## config.mk

```make
export PLATFORM = sky130hd
export DESIGN_NAME = fetch_unit
export DESIGN_NICKNAME = d
export VERILOG_FILES = /design/src/rtl/fetch_unit_pkg.sv /design/src/rtl/fetch_unit.sv
export SDC_FILE = /design/constraint.sdc
export NUM_CORES = 1
export LEC_CHECK = 0
export CAP_MARGIN = 20
export CORE_ASPECT_RATIO = 0.75
export CORE_UTILIZATION = 34
export CTS_CLUSTER_SIZE = 14
export DETAILED_ROUTE_END_ITERATION = 10
export PLACE_DENSITY = 0.82
export SYNTH_ARGS = -nofsm -noshare
export SYNTH_HDL_FRONTEND = slang
export SYNTH_SLANG_ARGS = --single-unit
```

## constraint.sdc

```tcl
create_clock -name clk -period 2.8 [get_ports clk]
set_input_delay 0.28 -clock clk [delete_from_list [all_inputs] [get_ports clk]]
set_output_delay 0.28 -clock clk [all_outputs]
set_load 0.005 [all_outputs]
```

## src/rtl/fetch_unit_pkg.sv

```systemverilog
// Shared definitions for the fetch stage and its instruction memory port.
//   - Memory request/response message structs for 32-bit address, 32-bit
//     data and an 8-bit opaque field. Fields: {op, opaque, addr, len, data}.
//   - Memory op encodings.
// A len of 0 means a full-word access.
package fetch_unit_pkg;

    localparam int MEM_OP_BITS   = 3;
    localparam int MEM_OPAQ_BITS = 8;
    localparam int MEM_ADDR_BITS = 32;
    localparam int MEM_LEN_BITS  = 2;
    localparam int MEM_DATA_BITS = 32;

    localparam logic [MEM_OP_BITS-1:0] MEM_MSG_READ  = 3'd0;
    localparam logic [MEM_OP_BITS-1:0] MEM_MSG_WRITE = 3'd1;

    typedef struct packed {
        logic [MEM_OP_BITS-1:0]   op;
        logic [MEM_OPAQ_BITS-1:0] opaque;
        logic [MEM_ADDR_BITS-1:0] addr;
        logic [MEM_LEN_BITS-1:0]  len;
        logic [MEM_DATA_BITS-1:0] data;
    } t_mem_req_msg_32_32_8;

    typedef struct packed {
        logic [MEM_OP_BITS-1:0]   op;
        logic [MEM_OPAQ_BITS-1:0] opaque;
        logic [MEM_ADDR_BITS-1:0] addr;
        logic [MEM_LEN_BITS-1:0]  len;
        logic [MEM_DATA_BITS-1:0] data;
    } t_mem_resp_msg_32_32_8;

endpackage

```

## src/rtl/fetch_unit.sv

```systemverilog
// Instruction fetch stage.
// Keeps the PC, issues word reads to instruction memory and forwards each
// returned instruction with its PC straight to decode (no buffering).
// Branch redirects from decode bump an epoch; the epoch travels in the memory
// opaque field so wrong-path responses can be recognised and dropped.
//
// Ports:
//   clk, rst                      clock, asynchronous active-high reset
//   mem_req_val/rdy/msg           read requests to instruction memory
//   mem_resp_val/rdy/msg          in-order responses from instruction memory
//   D_val/rdy, D_inst, D_pc       instruction + PC handed to decode
//   D_branch_val/target           redirect request from decode
module fetch_unit
    import fetch_unit_pkg::*;
#(
    parameter logic [31:0] p_rst_addr  = 32'h0,
    parameter int          p_addr_bits = 32,
    parameter int          p_inst_bits = 32,
    parameter int          p_opaq_bits = 8
) (
    input  logic                   clk,
    input  logic                   rst,

    output logic                   mem_req_val,
    input  logic                   mem_req_rdy,
    output t_mem_req_msg_32_32_8   mem_req_msg,

    input  logic                   mem_resp_val,
    output logic                   mem_resp_rdy,
    input  t_mem_resp_msg_32_32_8  mem_resp_msg,

    output logic                   D_val,
    input  logic                   D_rdy,
    output logic [p_inst_bits-1:0] D_inst,
    output logic [p_addr_bits-1:0] D_pc,

    input  logic                   D_branch_val,
    input  logic [p_addr_bits-1:0] D_branch_target
);

    // At most this many requests may be waiting for a response.
    localparam logic [2:0] MAX_INFLIGHT = 3'd4;

    logic [p_addr_bits-1:0] pc_reg;
    logic [p_opaq_bits-1:0] epoch_reg;
    logic [2:0]             inflight_reg;

    logic stale;
    logic req_fire;
    logic resp_fire;

    // op and len of a response carry nothing the fetch stage needs.
    logic unused_resp_bits;
    assign unused_resp_bits = ^{mem_resp_msg.op, mem_resp_msg.len};

    always_comb begin
        // A response tagged with an older epoch belongs to a wrong path.
        stale = (mem_resp_msg.opaque != epoch_reg);

        // The redirect cycle issues nothing: pc is about to change.
        mem_req_val        = !rst && !D_branch_val && (inflight_reg < MAX_INFLIGHT);
        mem_req_msg        = '0;
        mem_req_msg.op     = MEM_MSG_READ;
        mem_req_msg.opaque = epoch_reg;
        mem_req_msg.addr   = pc_reg;
        mem_req_msg.len    = '0;
        mem_req_msg.data   = '0;

        // Stale responses are always drained; live ones wait for decode.
        mem_resp_rdy = !rst && (stale || D_rdy);
        D_val        = !rst && mem_resp_val && !stale;
        D_inst       = mem_resp_msg.data;
        D_pc         = mem_resp_msg.addr;
    end

    assign req_fire  = mem_req_val && mem_req_rdy;
    assign resp_fire = mem_resp_val && mem_resp_rdy;

    always_ff @(posedge clk or posedge rst) begin
        if (rst) begin
            pc_reg       <= p_addr_bits'(p_rst_addr);
            epoch_reg    <= '0;
            inflight_reg <= '0;
        end else begin
            if (D_branch_val) begin
                pc_reg    <= D_branch_target;
                epoch_reg <= epoch_reg + p_opaq_bits'(1);
            end else if (req_fire) begin
                pc_reg    <= pc_reg + p_addr_bits'(4);
            end

            // A request and a response in the same cycle cancel out.
            case ({req_fire, resp_fire})
                2'b10:   inflight_reg <= inflight_reg + 3'd1;
                2'b01:   inflight_reg <= inflight_reg - 3'd1;
                default: inflight_reg <= inflight_reg;
            endcase
        end
    end

endmodule

```

==> results.md, run 1 <==
* First-pass GRT wire length at 12900 um
* Routed vias/inst at 4.97
* Flop pwr share at 41.7%
* Post-CTS Hold Fix Bufs at 0
* Syn Std Cell Area at 0.00327 mm2
* Pint at 1.51 mW
* Pre-CTS setup slack at 0.00420 ns
* Die area at 0.0100 mm2
* Async SR Flop Fraction at 100%
* Final setup viols at 0
* CTS resizes at 0
* Critical path buffers and inverters at 2
* Unrepaired setup endpoints after global routing: no
* Sum Neg Setup Slack at 0 ns
* DR iter-0 viols at 150
* Family with the most delay on the worst path: simple AND/OR/NAND/NOR gates
* Tightest Pin Transition at 0.618 ns
* Final WS setup at 0.315 ns
* GRT Resource Usage Total at 16.6%
* Worst Setup SP: mem_req_rdy
* CTS tree: built
* Leak pwr at 1.54 nW
* CORE AREA at 0.00920 mm2
* GRT Residual Overflow at 0
* Clock sinks at 43
* Die Span Y at 86.9 um
* Vias in the first global route at 2588
* Reg2reg start: inflight_reg[2]$_DFFE_PP0P_
* Fin crit share at 88.7%
* Most frequent cell after synthesis: buf_4
* Final Max Slew Viols at 0
* Initial core utilization at 35.6%
* Reg2Reg Depth at 5
* Synth area leaders: dfrtp_1 33%, buf_4 23%, xor2_1 4.3%, nand2_1 3.6%, xnor2_1 3.2%
* Final hold slack at 0.458 ns
* Worst setup EP type: flip-flop
* Post-CTS setup buffer count at 0
* Antenna diodes at 0
* P per Cell Area at 564 mW/mm2
* Slowest CP cell: or4_1
* Combinational power share at 30.2%
* Number of CTS-inserted buffers at 5
* Status: finished, final reports clean
* Layout cells sized above 1 at 5.64%
* Layout area overhead at 18.5%
* Net Sw Power at 0.676 mW
* Max-slew headroom at 58.4%
* WL per Instance at 15.1 um
* Syn avg cell area at 8.58 um2
* Max stage delay on crit path at 0.76 ns
* Worst clock skew at 0.00376 ns
* Peak VDD IR at 0.000266 V
* Vias at 2665
* # nets final at 526
* Clock power frac at 28.1%
* Area leader, netlist: dfrtp_1
* CTS root buf: clkbuf_16
* Worst path cell trace: clkdlybuf4s50_1 > or3b_1 > or4_1 > buf_4 > or3_1 > a31oi_1
* Initial antenna violation count at 0
* Crit path max fanout at 11
* FMAX at 402 MHz
* Synth top area share at 32.9%
* Crit path required time at 3.00 ns
* CP arrival at 2.69 ns
* Routed wire length at 8070 um
* Crit. path cell count at 6
* Synth warn at 0
* H-tree depth at 2
* Dpl hpwl at 6180 um
* Clock latency at the later pin of the worst-skew pair at 0.28 ns
* Clock Path Buffers at 2
* Synthesis-stage register bit count at 43
* Post-DRT Antenna Nets at 0
* # rows at 30
* MaxCap Viol Count at 0
* Largest net degree at the start of global routing at 45
* Final hold vios at 0
* Flop2flop setup slack at 0.35 ns
* Port Buffer Count at 88
* Post-route DRC at 0
* I/O pins at 259
* Synth unique cells at 39
* Sw frac at 31.0%
* R2r endpoint: pc_reg[18]$_DFFE_PP0N_
* Sequential fraction of the synthesis area at 32.9%
* Max FFs per register at 32
* CP Capture Point: pc_reg[18]$_DFFE_PP0N_
* CTS clk-pin slew, worst paths at 0.06 ns
* Commonest cells post-synth: 101 x buf_4, 43 x dfrtp_1, 31 x nand2_1, 21 x nor2_1, 19 x nand3_1
* EDFF count, synth at 0
* Final Wtd Congestion at 0.818
* Post-Syn Instances at 381
* Die width at 115 um
* Type of origin of the critical path: input port
* WS Path Type: in2reg
* Most used DFF post-synth: dfrtp_1
* First-pass DRT Iterations at 4
* Period minus WS final at 2.48 ns
* Worst Hold Class: in2async
## layout make-up
class,count,area [um2]
Multi-Input combinational cell,249,1480
Inverter,10,37.5
Timing Repair Buffer,98,968
Clock buffer,8,156
Tap cell,128,160
Fill cell,931,5320
Sequential cell,43,1080
## logic make-up after synthesis
family | count (synthesis) | synth area share, %
AO/OA/AOI/OAI | 48 | 9.41
XOR/XNOR | 28 | 7.50
adder cells (fa/ha/maj) | 4 | 1.76
buffers and inverters | 125 | 26.1
flip-flops | 43 | 32.9
multiplexers | 5 | 1.64
other | 1 | 0.115
AND/OR/NAND/NOR | 127 | 20.6
## tightest hold or removal path, delay by kind of cell
kind                   cells  cell delay, ns
buffers and inverters      3            0.85
## worst min-delay path by stage
stage / start / to / slack (ns) / cells past startpoint
finish: rst / pc_reg[26]$_DFFE_PP0N_ / 0.46 / 3
global route: rst / inflight_reg[0]$_DFFE_PP0P_ / 0.51 / 3
CTS: rst / inflight_reg[0]$_DFFE_PP0P_ / 0.47 / 3
detailed placement: inflight_reg[0]$_DFFE_PP0P_ / inflight_reg[0]$_DFFE_PP0P_ / 0.48 / 1
global placement: inflight_reg[0]$_DFFE_PP0P_ / inflight_reg[0]$_DFFE_PP0P_ / 0.46 / 1
floorplan: D_branch_target[14] / pc_reg[14]$_DFFE_PP0N_ / 0.40 / 2
## layout by cell type, fill, tap and decap left out, drive strengths merged
cell type,count
nand3,19
fa,1
mux2,3
o311ai,2
mux2i,2
nand4bb,1
nor3b,2
buf,10
a22o,1
nor3,2
and4,4
or3b,1
inv,10
clkbuf,8
nor4,7
nand2b,1
dfrtp,43
xnor2,12
nand2,31
o31a,2
ha,3
conb,37
clkdlybuf4s50,88
nand4,12
a41oi,1
o211ai,2
xor2,16
or2,2
and3,3
nor2,21
o31ai,8
o21ai,17
or4,13
and2,1
or3,6
a21oi,1
a31oi,13
a211o,1
nor2b,1
## metrics by stage
| step | area, um2 | std cells | power (mW) | util [%] |
|---|---|---|---|---|
| after floorplan | 3410 | 417 | 1.31 | - |
| after global placement | 3720 | 528 | 1.54 | 40.4 |
| after detailed placement | 3720 | 528 | 1.58 | 40.4 |
| after CTS | 3880 | 536 | 2.21 | 42.1 |
| after global routing | 3880 | 536 | 2.33 | 42.1 |
| final | 3880 | 536 | 2.18 | 42.1 |
## layer usage
layer | routed length (um) | track usage [%] | vias up
met3 | 637 | 6.05 | 8
met5 | 0 | 0 | -
met4 | 68 | 4.01 | 0
met1 | 3600 | 20.5 | 1279
met2 | 3760 | 27.4 | 132
li1 | - | - | 1246
## power groups by stage
| stage | sequential (mW) | clock, mW | combinational, mW |
|---|---|---|---|
| after global placement | 0.906 | 0 | 0.634 |
| after global routing | 0.936 | 0.653 | 0.741 |
| after floorplan | 0.889 | 0 | 0.423 |
| after detailed placement | 0.920 | 0 | 0.664 |
| final | 0.910 | 0.615 | 0.659 |
| after CTS | 0.910 | 0.626 | 0.670 |
(Power assumes the default switching activity.)
==> inputs of run 2 (changes only) <==
--- a/config.mk
+++ b/config.mk
@@ -8,6 +8,7 @@
 export CAP_MARGIN = 20
 export CORE_ASPECT_RATIO = 0.75
 export CORE_UTILIZATION = 34
+export CTS_CLUSTER_DIAMETER = 60
 export CTS_CLUSTER_SIZE = 14
 export DETAILED_ROUTE_END_ITERATION = 10
 export PLACE_DENSITY = 0.82
==> results of run 2 <==
Same layout as run 1: the final DEF is identical, and so are final timing and power.
